## src/rtl/fifo_ctrl_pkg.sv

```systemverilog
// fifo_ctrl_pkg: shared defaults and port indices for the FIFOram front-end controller.
// Rev 1.0
`default_nettype none

package fifo_ctrl_pkg;
    localparam int DW_DEFAULT     = 16;
    localparam int DEPTH_DEFAULT  = 8;
    localparam int CNT_W_DEFAULT  = 4;
    localparam int RD_LAT_DEFAULT = 1;

    localparam logic [0:0] PORT0 = 1'b0;
    localparam logic [0:0] PORT1 = 1'b1;

    typedef logic [1:0] port_vec_t;
endpackage

`default_nettype wire

```

## src/rtl/rr_arb2.sv

```systemverilog
// rr_arb2: two-requester round-robin arbiter; pointer flips only on a contested, accepted grant.
// Rev 1.0
`default_nettype none

module rr_arb2
    import fifo_ctrl_pkg::*;
(
    input  logic      clk,
    input  logic      reset,
    input  port_vec_t eligible,
    input  logic      advance,
    output port_vec_t grant,
    output logic      ptr
);

    always_comb begin
        grant = eligible;
        if (&eligible) begin
            grant = (ptr == PORT1) ? 2'b10 : 2'b01;
        end
    end

    always_ff @(posedge clk) begin
        if (!reset) begin
            ptr <= PORT0;
        end else if (advance && (&eligible)) begin
            ptr <= ~ptr;
        end
    end

endmodule

`default_nettype wire

```

## src/rtl/fifo_ram_arbiter.sv

```systemverilog
// fifo_ram_arbiter: shares one flagless FIFOram between two producers and one consumer.
// Rev 1.0
`default_nettype none

module fifo_ram_arbiter
    import fifo_ctrl_pkg::*;
#(
    parameter int DW     = DW_DEFAULT,
    parameter int DEPTH  = DEPTH_DEFAULT,
    parameter int CNT_W  = CNT_W_DEFAULT,
    parameter int RD_LAT = RD_LAT_DEFAULT
) (
    input  logic             clk,
    input  logic             reset,
    input  logic             p0_req,
    input  logic [DW-1:0]    p0_data,
    output logic             p0_ack,
    input  logic             p1_req,
    input  logic [DW-1:0]    p1_data,
    output logic             p1_ack,
    input  logic             c_req,
    output logic [DW-1:0]    c_data,
    output logic             c_valid,
    output logic             fifo_reset,
    output logic             fifo_write,
    output logic             fifo_read,
    output logic [DW-1:0]    fifo_din,
    input  logic [DW-1:0]    fifo_dout,
    output logic [CNT_W-1:0] count,
    output logic             full,
    output logic             empty
);

    port_vec_t          eligible;
    port_vec_t          grant;
    logic               ptr;
    logic               room;
    logic               wr_grant;
    logic               wr_sel;
    logic               rd_issue;
    logic [RD_LAT-1:0]  rd_pipe;

    // A port whose ack is showing still holds the word just taken; skip it this cycle.
    assign eligible = {p1_req & ~p1_ack, p0_req & ~p0_ack};
    assign room     = (count < CNT_W'(DEPTH));
    assign wr_grant = (|eligible) && room;
    assign wr_sel   = (&eligible) ? ptr : eligible[PORT1];
    assign rd_issue = c_req && (count != '0);

    assign fifo_reset = ~reset;
    assign full       = (count == CNT_W'(DEPTH));
    assign empty      = (count == '0);

    rr_arb2 u_arb (
        .clk      (clk),
        .reset    (reset),
        .eligible (eligible),
        .advance  (room),
        .grant    (grant),
        .ptr      (ptr)
    );

    always_ff @(posedge clk) begin
        if (!reset) begin
            p0_ack     <= 1'b0;
            p1_ack     <= 1'b0;
            fifo_write <= 1'b0;
            fifo_read  <= 1'b0;
            fifo_din   <= '0;
            c_valid    <= 1'b0;
            c_data     <= '0;
            count      <= '0;
        end else begin
            p0_ack     <= wr_grant && grant[PORT0];
            p1_ack     <= wr_grant && grant[PORT1];
            fifo_write <= wr_grant;
            if (wr_grant) begin
                fifo_din <= (wr_sel == PORT1) ? p1_data : p0_data;
            end
            fifo_read  <= rd_issue;
            c_valid    <= rd_pipe[RD_LAT-1];
            if (rd_pipe[RD_LAT-1]) begin
                c_data <= fifo_dout;
            end
            count      <= count + CNT_W'(wr_grant) - CNT_W'(rd_issue);
        end
    end

    // Tracks each read strobe until FIFOram has had RD_LAT cycles to present its word.
    generate
        if (RD_LAT == 1) begin : g_pipe_single
            always_ff @(posedge clk) begin
                if (!reset) begin
                    rd_pipe <= '0;
                end else begin
                    rd_pipe <= fifo_read;
                end
            end
        end else begin : g_pipe_multi
            always_ff @(posedge clk) begin
                if (!reset) begin
                    rd_pipe <= '0;
                end else begin
                    rd_pipe <= {rd_pipe[RD_LAT-2:0], fifo_read};
                end
            end
        end
    endgenerate

endmodule

`default_nettype wire

```

## config.mk

```make
export PLATFORM = sky130hd
export DESIGN_NAME = fifo_ram_arbiter
export DESIGN_NICKNAME = d
export VERILOG_FILES = /design/src/rtl/fifo_ctrl_pkg.sv /design/src/rtl/rr_arb2.sv /design/src/rtl/fifo_ram_arbiter.sv
export SDC_FILE = /design/constraint.sdc
export NUM_CORES = 1
export LEC_CHECK = 0
export ABC_AREA = 1
export CAP_MARGIN = 20
export CORE_ASPECT_RATIO = 0.9
export CORE_MARGIN = 5
export CORE_UTILIZATION = 40
export CTS_CLUSTER_SIZE = 14
export DETAILED_ROUTE_END_ITERATION = 10
export GPL_ROUTABILITY_DRIVEN = 0
export PLACE_DENSITY_LB_ADDON = 0.25
export SYNTH_ARGS = -nofsm -noshare
export SYNTH_HDL_FRONTEND = slang
export SYNTH_SLANG_ARGS = --single-unit
```

## constraint.sdc

```tcl
create_clock -name clk -period 2.3 [get_ports clk]
set_input_delay 0.46 -clock clk [delete_from_list [all_inputs] [get_ports clk]]
set_output_delay 0.46 -clock clk [all_outputs]
set_load 0.01 [all_outputs]
```

* Yosys cells after proc, flatten, opt, wreduce, memory -nomap -nowiden
Index checks and enable logic that the tools add are counted.
Word-level totals: bits in registers 43, bits of input ports 53, output and inout port bits 44, logic and storage cells 33
Operators by class: $add $sub $neg 2, $lt $le $gt $ge 1, equal/unequal tests 1, multiplexer cells 4, bitwise logic cells 6, reductions and logical operators 9
Operators with widths (number):
- 16-bit 2-to-1 mux | 1
- 1-bit logical AND | 5
- 4-bit by 1-bit adder with 4-bit output | 1
- 4-bit equality test (second input constant) | 1
- 4-bit logical NOT | 1
- 4-bit < comparator (second input constant) | 1
- 2-bit 2-to-1 mux | 2
- 1-bit inverter | 4
- 4-bit nonzero test | 1
- 4-bit by 1-bit subtractor with 4-bit output | 1
- 1-bit bitwise AND | 2
- 2-bit AND reduction | 1
- 2-bit OR reduction | 1
- 1-bit 2-to-1 mux | 1

* Depth between registers and ports, before layout
Gate-level depths: netlist of the first run.
depth after elaboration 6, gate-level depth with buffers 12, depth with buffers taken out 11

* Modules after synthesis
From an unflattened synthesis of the first run, not the netlist that was laid out.
Unflattened totals: cells, all modules 294, area, all modules 2048.2 sq um
By module, submodules not included:
- fifo_ram_arbiter | times used 1, cells each 283, area an instance 1980.6 sq um, seq. area each 840.8 sq um
- rr_arb2 | times used 1, cells each 11, area an instance 67.6 sq um, seq. area each 20.0 sq um

* Worst setup path before layout of the first run
OpenSTA, ideal clock, no wires.
path kind register to register, start register count[3], end register count[2], library setup time 0.127 ns, arrival 2.159 ns, required time 2.173 ns, setup slack 0.014 ns, cell stages (with the launch flop) 11, buffers on the path 0, period minus slack after synthesis 2.286 ns, cells stage by stage dfxtp_1 -> inv_1 -> ha_1 -> nor3b_1 -> nor2_1 -> ha_1 -> inv_1 -> ha_1 -> fa_1 -> xnor2_1 -> nor2_1
Between the ends: elaborated cells between the ends (all ways) 6, classes of those cells add/sub (2); order compare (1); reduce/logical (3)
RTL lines:
- start: declaration | RTL line fifo_ram_arbiter.sv:29 | output logic [CNT_W-1:0] count,
- start signal: assignment | RTL line fifo_ram_arbiter.sv:85 | count <= count + CNT_W'(wr_grant) - CNT_W'(rd_issue);
- 4-bit nonzero test | RTL line fifo_ram_arbiter.sv:48 | assign rd_issue = c_req && (count != '0);
- 1-bit logical AND | RTL line fifo_ram_arbiter.sv:48
- named net rd_issue | RTL line fifo_ram_arbiter.sv:40 | logic rd_issue;
- 4-bit by 1-bit subtractor with 4-bit output | RTL line fifo_ram_arbiter.sv:85
The timed path passes the listed nets, and every way through them passes these cells. A chain may end at the register's enable or synchronous reset.

* Worst setup path after layout of the first run
start input port p1_req, end register count[2]
Between the ends: cells in the longest elaborated chain, start to end 5
RTL lines:
- start: declaration | RTL line fifo_ram_arbiter.sv:18 | input logic p1_req,
- 1-bit bitwise AND | RTL line fifo_ram_arbiter.sv:44 | assign eligible = {p1_req & ~p1_ack, p0_req & ~p0_ack};
- 2-bit OR reduction | RTL line fifo_ram_arbiter.sv:46 | assign wr_grant = (|eligible) && room;
- 1-bit logical AND | RTL line fifo_ram_arbiter.sv:46
- 4-bit by 1-bit adder with 4-bit output | RTL line fifo_ram_arbiter.sv:85
- 4-bit by 1-bit subtractor with 4-bit output | RTL line fifo_ram_arbiter.sv:85
Every way passes these cells.

==> results.cfg, run 1 <==
[global_routing]
antenna_found_initial = 0
use_met2 = 0.267
use_met1 = 0.212
met3_usage = 0.0386
grt_pass1_wl_um = 8780
gr-usage-all-layers = 0.164
first_global_vias = 1883
grt_overflow = 0
grt_start_max_net_pins = 39
busiest_layer = met2

[cells_and_area]
mostFrequentLayoutCell = clkdlybuf4s50_1
syn_to_final_growth_pct = 58.6
drive_gt1_frac = 0.0955
mostFrequentLayoutCells = 95 x clkdlybuf4s50_1, 44 x nand2_1, 43 x dfxtp_1, 40 x nor2_1, 29 x inv_1
nNetsFinal = 415
diodes = 0
stdcell_count = 421

[synth]
synthArstFlopShare = 0
synth_edf_count = 0
netlist_top_cells_area = dfxtp_1 44%, nand2_1 8.4%, nor2_1 7.6%, nand3_1 6.6%, inv_1 5.7%
syn_area_per_cell_um2 = 7.75
ys_seq_area_frac = 0.436
syn_area_mm2 = 0.00198
synth_top_area_frac = 0.436
synthCells = 255
yosysTopAreaCell = dfxtp_1
synth_warnings = 0
synthDistinctLibCells = 25
syn-num-nets = 315
ys_ff_latch = 43
synth-main-ff-cell = dfxtp_1

[place]
dp_cells = 413
io_buffers = 96
hpwlAfterDp_um = 3950

[critical_path]
worstPathRequired_ps = 2490
crit_chain = clkdlybuf4s50_1 -> nand2_1 -> nand2_2 -> nand2_4 -> ha_1 -> inv_1 -> ha_1 -> fa_1 -> xnor2_1 -> nor2_1
cp_slowest_cell = clkdlybuf4s50_1
cp_data_arrival_time_ps = 2270
critPathMaxStageDelay_ps = 510
cp-start-kind = input port
crit_top_cell = ha_1
criticalPathCategory = input port to flop
cp-end-kind = flop
worst-path-max-fanout = 2

[sta]
finalSetupViolations = 0
finalMaxSlewViolations = 0
slew_headroom = 0.649
holdWs_ps = 444
period_share = 0.906
clock_skew_ps = 5.54
fin_crit_ps = 2080
max_freq_mhz = 480
rsz0062_at_grt = false
hold_viol = 0
tightest_slew_ps = 526

[die]
coreArea_mm2 = 0.00480
die_w_um = 84.1
initial_core_util = 0.411
die_area_mm2 = 0.00645
std_cell_rows = 24
die_height_um = 76.7
ioPinCount = 97

[outcome]
status = completed

[clocking]
path_clk_slew_ps = 80
numCtsBuffers = 5
h-tree-depth = 2
cts_buffer_depth = 2
clockRootBuffer = clkbuf_8
cts_sinks = 43
clkLatencyLatePin_ps = 290
post_cts_buffers = 0
cts_tree = built

[route]
drt-pass1-iter-count = 4
vias = 1940
drt_iter0_drc = 54
viasPerCell = 4.61
avgRoutedWirePerCell_um = 12.6
routed_wirelength_um = 5290
drc_errors = 0
ant_nets = 0

[power]
power_density_mw_per_mm2 = 833
peakVddDrop_mv = 0.651
p_leak_nw = 1.44

[hold_path]
hold_class = flop to flop

[flow_run]
maxCapViolations = 0
## flip-flops by register name (all words and copies together), names as in the netlist
| name | cells |
|---|---|
| u_arb.ptr | 1 |
| rd_pipe | 1 |
| fifo_read | 1 |
| c_valid | 1 |
| count | 4 |
| c_data | 16 |
| fifo_din | 16 |
| fifo_write | 1 |
| p1_ack | 1 |
| p0_ack | 1 |
## metal layers
metal | wire length (um) | up-vias | share of wire
met2 | 2570 | 50 | 0.49
li1 | - | 1003 | -
met4 | 68 | 0 | 0.013
met5 | 0 | - | 0
met1 | 2370 | 880 | 0.45
met3 | 289 | 7 | 0.055
## power breakdown
part	switching, W	total (W)	internal [W]
Sequential	0.0000920	0.000978	0.000886
Clock	0.000250	0.000602	0.000351
Combinational	0.000488	0.00103	0.000543
Total	0.000830	0.00261	0.00178
## timing repair
action,CTS,global route
resized for setup,1,2
hold buffers,0,0
endpoints found under the setup margin,1,1
## synthesized netlist by cell type (2+ instances only)
cell      number
ha_1           6
nor2_1        40
nand3_2        9
inv_2          2
nand2_2        2
nand2_1       44
nand3b_1      15
clkbuf_1       3
inv_1         30
nand3_1       26
a21oi_1        2
buf_2          5
dfxtp_1       43
nor3b_1        2
o21ai_0       16
## cells by family after synthesis
kind of cell	share of synthesized area
AOI/OAI and AO/OA	0.0494
buffers and inverters	0.0963
xor gates and xnor gates	0.00443
and+or+nand+nor	0.366
adders and majority gates	0.0481
DFF	0.436
## layout make-up
type,count,area (um2)
clock buffer,6,82.6
clock inverter,2,35.0
fill,429,1670
inverter,32,120
multi-input combinational,169,930
sequential,43,861
tap,65,81.3
timing repair buffer,104,1020
## metrics by stage
stage	setup WS [ps]	power [W]	setup TNS (ps)	util	area [um2]
2_1_floorplan	14.5	0.00151	0	-	1980
3_3_place_gp	-51.0	0.00200	-64.8	0.626	3010
3_5_place_dp	-79.8	0.00203	-110	0.626	3010
4_1_cts	20.2	0.00264	0	0.652	3130
5_1_grt	86.8	0.00280	0	0.652	3130
6_report	215	0.00261	0	0.652	3130
## critical path, delay by kind of cell
| family | cells | cell delay, ps |
|---|---|---|
| buf+inv | 2 | 550 |
| simple gates | 4 | 280 |
| xor+xnor | 1 | 140 |
| fa+ha+maj | 3 | 840 |
## worst paths after layout
check	to	depth (start not counted)	slack, ps	startpoint
min reg2reg	rd_pipe$_SDFF_PN0_	2	440	fifo_read$_SDFF_PN0_
max	count[2]$_SDFF_PN0_	10	220	p1_req
min	rd_pipe$_SDFF_PN0_	2	440	fifo_read$_SDFF_PN0_
max reg2reg	count[2]$_SDFF_PN0_	10	260	count[3]$_SDFF_PN0_
Note: power is estimated with default switching activity, not from simulation.
==> inputs of run 2 (changes only) <==
--- a/config.mk
+++ b/config.mk
@@ -13,7 +13,7 @@
 export CTS_CLUSTER_SIZE = 14
 export DETAILED_ROUTE_END_ITERATION = 10
 export GPL_ROUTABILITY_DRIVEN = 0
-export PLACE_DENSITY_LB_ADDON = 0.25
+export PLACE_DENSITY = 0.85
 export SYNTH_ARGS = -nofsm -noshare
 export SYNTH_HDL_FRONTEND = slang
 export SYNTH_SLANG_ARGS = --single-unit
==> run 2 against run 1 <==
Sequential cell count stayed put. Wire length is 1.2% lower. Sequential power hardly changed. First-iteration DRC count is 20% lower. Core utilization is 0.73 points lower. Clock skew is 1.6 ps higher. Via count is 0.52% higher. Final cell count stayed put. Critical path type is now flop to output port. Largest power group unchanged.
==> results.cfg, run 2 (synthesis gave the netlist of run 1 again) <==
[outcome]
status = completed

[critical_path]
cp-startpoint = count[2]$_SDFF_PN0_
cp-start-kind = flop
cpLargestDelayFamily = buffers and inverters
cp-end-kind = output port
path_buf_inv = 2
criticalPathCategory = flop to output port
crit_chain = inv_1 -> ha_1 -> nor3b_2 -> clkdlybuf4s50_1
cp.depth = 4
rrSetupSlack_ps = 290
critPathMaxStageDelay_ps = 590
timing.rr.start = count[2]$_SDFF_PN0_
cp_slowest_cell = clkdlybuf4s50_1
worstPathRequired_ps = 1840
timing.rr.end = count[2]$_SDFF_PN0_
critPathCapture = empty
reg2reg_depth = 10
worst-path-max-fanout = 3
cp_data_arrival_time_ps = 1640

[route]
vias = 1950
met2_length_um = 2460
drt-pass1-iter-count = 4
drt_iter0_drc = 43
drc_errors = 0
viasPerCell = 4.63
top_layer = met4
routed_wirelength_um = 5230
dr_wl_met3_um = 492
avgRoutedWirePerCell_um = 12.4
ant_nets = 0
drt-met1-wl_um = 2210

[cells_and_area]
diodes = 0
mostFrequentLayoutCell = clkdlybuf4s50_1
drive_gt1_frac = 0.0899
nNetsFinal = 415
syn_to_final_growth_pct = 56.8
mostFrequentLayoutCells = 96 x clkdlybuf4s50_1, 44 x nand2_1, 43 x dfxtp_1, 40 x nor2_1, 30 x inv_1
fin_area_mm2 = 0.00310
reg_top3 = c_data: 16 flops, fifo_din: 16 flops, count: 4 flops

[sta]
finalMaxSlewViolations = 0
clock_skew_ps = 7.16
tightest_slew_ps = 524
period_share = 0.914
max_freq_mhz = 476
holdWs_ps = 442
finalSetupViolations = 0
hold_viol = 0
rsz0062_at_grt = false
fin_crit_ps = 2100
slew_headroom = 0.650

[place]
placed_area_mm2 = 0.00301
io_buffers = 96
hpwlAfterDp_um = 3920

[clocking]
clkLatencyLatePin_ps = 290
clockRootBuffer = clkbuf_8
cts_buffer_depth = 2
path_clk_slew_ps = 80
h-tree-depth = 2
numCtsBuffers = 5
cts_sinks = 43
cts_tree = built
post_cts_resized = 0
post_cts_buffers = 0
hold_buffers = 0

[power]
peakVddDrop_mv = 0.429
comb_power_share = 0.416
switching_power_w = 0.000831
p_int_w = 0.00164
power_density_mw_per_mm2 = 798
seq_power_share = 0.395
p_leak_nw = 1.41
clkPwrFrac = 0.189
swShare = 0.336

[global_routing]
antenna_found_initial = 0
grt_start_max_net_pins = 39
grt_overflow = 0
grt_pass1_wl_um = 8710
first_global_vias = 1892
gr-usage-all-layers = 0.161

[die]
die_area_mm2 = 0.00645
die_w_um = 84.1
coreArea_mm2 = 0.00480
std_cell_rows = 24
die_height_um = 76.7
ioPinCount = 97
initial_core_util = 0.411

[hold_path]
hold_class = flop to flop

[flow_run]
maxCapViolations = 0
run 2: routing by layer:
layer | vias up | global-route usage
li1 | 1003 | -
met1 | 877 | 0.188
met2 | 62 | 0.268
met3 | 8 | 0.0740
met4 | 0 | 0.0386
met5 | - | 0
run 2: final cells by class:
class | count | area (um2)
inverter | 32 | 120
sequential | 43 | 861
fill | 417 | 1710
timing repair buffer | 104 | 1020
clock inverter | 2 | 12.5
multi-input combinational | 169 | 930
clock buffer | 6 | 72.6
tap | 65 | 81.3
run 2: worst min path at each step:
stage,start,to,cells past startpoint,slack [ps]
5_1_grt,fifo_read$_SDFF_PN0_,rd_pipe$_SDFF_PN0_,2,470
3_3_place_gp,fifo_read$_SDFF_PN0_,rd_pipe$_SDFF_PN0_,2,420
4_1_cts,fifo_read$_SDFF_PN0_,rd_pipe$_SDFF_PN0_,2,440
6_report,fifo_read$_SDFF_PN0_,rd_pipe$_SDFF_PN0_,2,440
2_1_floorplan,fifo_read$_SDFF_PN0_,rd_pipe$_SDFF_PN0_,2,460
3_5_place_dp,fifo_read$_SDFF_PN0_,rd_pipe$_SDFF_PN0_,2,430
run 2: worst min-delay path, cell delays in order, from the launching register on:
cell     delay (ps)
dfxtp_1         320
nand2_1          60
inv_1            30
run 2: per-stage QoR:
step,total power [W],util,setup WS (ps),instances,TNS [ps]
detailed placement,0.00203,0.626,-90.4,413,-151
global route,0.00264,0.645,61.0,421,0
finish,0.00247,0.645,198,421,0
floorplan,0.00151,-,14.5,255,0
global placement,0.00199,0.626,-12.3,413,-12.3
CTS,0.00250,0.644,66.2,421,0
run 2: power by group through the flow:
stage | Sequential (W) | Combinational (W) | Clock (W)
6_report | 0.000977 | 0.00103 | 0.000466
5_1_grt | 0.000997 | 0.00113 | 0.000522
4_1_cts | 0.000976 | 0.00104 | 0.000479
3_5_place_dp | 0.000992 | 0.00104 | 0
3_3_place_gp | 0.000988 | 0.00100 | 0
2_1_floorplan | 0.00104 | 0.000469 | 0
==> inputs of run 3 (changes only) <==
--- a/config.mk
+++ b/config.mk
@@ -5,15 +5,14 @@
 export SDC_FILE = /design/constraint.sdc
 export NUM_CORES = 1
 export LEC_CHECK = 0
-export ABC_AREA = 1
 export CAP_MARGIN = 20
 export CORE_ASPECT_RATIO = 0.9
 export CORE_MARGIN = 5
-export CORE_UTILIZATION = 40
+export CORE_UTILIZATION = 38
 export CTS_CLUSTER_SIZE = 14
 export DETAILED_ROUTE_END_ITERATION = 10
 export GPL_ROUTABILITY_DRIVEN = 0
-export PLACE_DENSITY = 0.85
+export PLACE_DENSITY = 0.84
 export SYNTH_ARGS = -nofsm -noshare
 export SYNTH_HDL_FRONTEND = slang
 export SYNTH_SLANG_ARGS = --single-unit
==> run 3 against run 2 <==
Combinational power shrank 6%. Largest power group unchanged. Die area decreased by 5.7%. Highest routed layer unchanged. Critical path type is now input port to flop. Count of clock-buffer cells in the layout up 2. Clock power up 9.9%.
==> results.cfg, run 3 <==
[critical_path]
criticalPathCategory = input port to flop
worst-path-max-fanout = 2
cp-end-kind = flop
worstPathRequired_ps = 2470
cp-start-kind = input port
cp_data_arrival_time_ps = 2320

[route]
drt-pass1-iter-count = 3
drc_errors = 0
avgRoutedWirePerCell_um = 14.2
ant_nets = 0
viasPerCell = 4.52
vias = 1461
routed_wirelength_um = 4570
drt_iter0_drc = 30

[global_routing]
first_global_vias = 1551
antenna_found_initial = 0
grt_start_max_net_pins = 20
grt_pass1_wl_um = 7300
grt_overflow = 0
gr-usage-all-layers = 0.157

[synth]
ys_seq_area_frac = 0.491
synth_top_area_frac = 0.491
netlist_top_cells_area = dfxtp_1 49%, mux2i_1 18%, o2bb2ai_1 8.0%, ha_1 4.3%, nor2_1 4.3%
synthTopCellsByCount = 43 x dfxtp_1, 32 x mux2i_1, 20 x nor2_1
synthDistinctLibCells = 27
synthCells = 157
syn-num-nets = 217
synth_edf_count = 0
synth-main-ff-cell = dfxtp_1
synthArstFlopShare = 0
synth_warnings = 0
syn_area_per_cell_um2 = 11.2
syn_area_mm2 = 0.00175
yosysMostFrequentCell = dfxtp_1
yosysTopAreaCell = dfxtp_1
ys_ff_latch = 43

[power]
peakVddDrop_mv = 0.425
power_density_mw_per_mm2 = 837
finalPower_w = 0.00242
p_leak_nw = 1.10

[sta]
tightest_slew_ps = 681
finalMaxSlewViolations = 0
rsz0062_at_grt = false
finalSetupViolations = 0
clock_skew_ps = 7.07
slew_headroom = 0.546
hold_viol = 0
period_share = 0.932
fin_crit_ps = 2140
max_freq_mhz = 467

[die]
initial_core_util = 0.393
die_height_um = 74.5
ioPinCount = 97
coreArea_mm2 = 0.00446
std_cell_rows = 23
die_area_mm2 = 0.00608
die_w_um = 81.6

[place]
placed_area_mm2 = 0.00279
io_buffers = 96
hpwlAfterDp_um = 3520
dp_cells = 315

[flow_run]
maxCapViolations = 0

[cells_and_area]
drive_gt1_frac = 0.0805
stdcell_count = 323
mostFrequentLayoutCell = clkdlybuf4s50_1
syn_to_final_growth_pct = 65.0
fill_cells = 372
utilization = 0.649
diodes = 0
reg_top3 = c_data: 16 flops, fifo_din: 16 flops, count: 4 flops
fin_area_mm2 = 0.00289
nNetsFinal = 320
mostFrequentLayoutCells = 96 x clkdlybuf4s50_1, 43 x dfxtp_1, 32 x mux2i_1, 20 x nor2_1, 16 x o2bb2ai_1

[clocking]
post_cts_buffers = 0
hold_buffers = 0
post_cts_resized = 0
path_clk_slew_ps = 80
cts_sinks = 43
cts_tree = built
cts_buffer_depth = 2
clockRootBuffer = clkbuf_8
h-tree-depth = 2
clkLatencyLatePin_ps = 280
numCtsBuffers = 5

[hold_path]
hold_class = flop to flop

[outcome]
status = completed
-- run 3: cell count changes after synthesis, sizes merged, moves of 7 or more --
cell     before  now
and2          0    7
mux2i         0   32
nor2         42   21
o21ai        16    0
inv          32    8
o2bb2ai       0   16
nand3        35    0
nand3b       15    0
nand2        47    1
-- run 3: final timing paths --
| check | slack (ps) | endpoint | cells past startpoint | from |
|---|---|---|---|---|
| worst max register to register | 210 | count[1]$_SDFF_PN0_ | 9 | count[2]$_SDFF_PN0_ |
| worst max-delay path | 160 | count[2]$_SDFF_PN0_ | 10 | p0_req |
| worst min-delay path | 470 | fifo_din[7]$_SDFFE_PN0P_ | 1 | fifo_din[7]$_SDFFE_PN0P_ |
| worst min register to register | 470 | fifo_din[7]$_SDFFE_PN0P_ | 1 | fifo_din[7]$_SDFFE_PN0P_ |
-- run 3: per-stage QoR --
stage	setup WS, ps	setup TNS, ps	hold WS (ps)
floorplan	212	0	458
global placement	-112	-264	441
detailed placement	-156	-410	447
CTS	155	0	469
global route	13.6	0	480
finish	156	0	466
-- run 3: critical path, stage by stage --
cell	delay, ps
clkdlybuf4s50_1	510
nand2b_4	70
a21oi_4	150
inv_1	50
ha_1	260
inv_1	40
ha_1	200
fa_1	380
xnor2_1	140
nor2_1	50
-- run 3: power by group --
group / total, W / leakage, nW / switching [W] / internal, W
combinational: 0.000971 / 0.699 / 0.000414 / 0.000558
clock: 0.000512 / 0.0515 / 0.000238 / 0.000274
sequential: 0.000940 / 0.352 / 0.0000709 / 0.000869
total: 0.00242 / 1.10 / 0.000723 / 0.00170
-- run 3: logic make-up (layout without fill, tap and decap cells) --
| kind of cell | after synthesis | after routing | share of synthesized area |
|---|---|---|---|
| flip-flops | 43 | 43 | 0.491 |
| AND/OR/NAND/NOR | 35 | 35 | 0.102 |
| adder cells (fa/ha/maj) | 7 | 7 | 0.0542 |
| XOR/XNOR | 3 | 3 | 0.0150 |
| multiplexers | 32 | 32 | 0.183 |
| AO/OA/AOI/OAI | 21 | 21 | 0.105 |
| buffers and inverters | 16 | 120 | 0.0506 |
-- run 3: cell type report --
class,instances,area (um2),area share
inverter,8,30.0,0.0104
timing repair buffer,104,1020,0.353
sequential,43,861,0.297
clock buffer,8,100,0.0346
tap,62,77.6,0.0268
multi-input combinational,98,805,0.278
-- run 3: layer usage --
layer / global-route usage / wire, um / vias up
met3: 0.0775 / 463 / 6
met2: 0.257 / 2180 / 52
met5: 0 / 0 / -
met4: 0.0424 / 60 / 0
li1: - / - / 740
met1: 0.184 / 1860 / 663
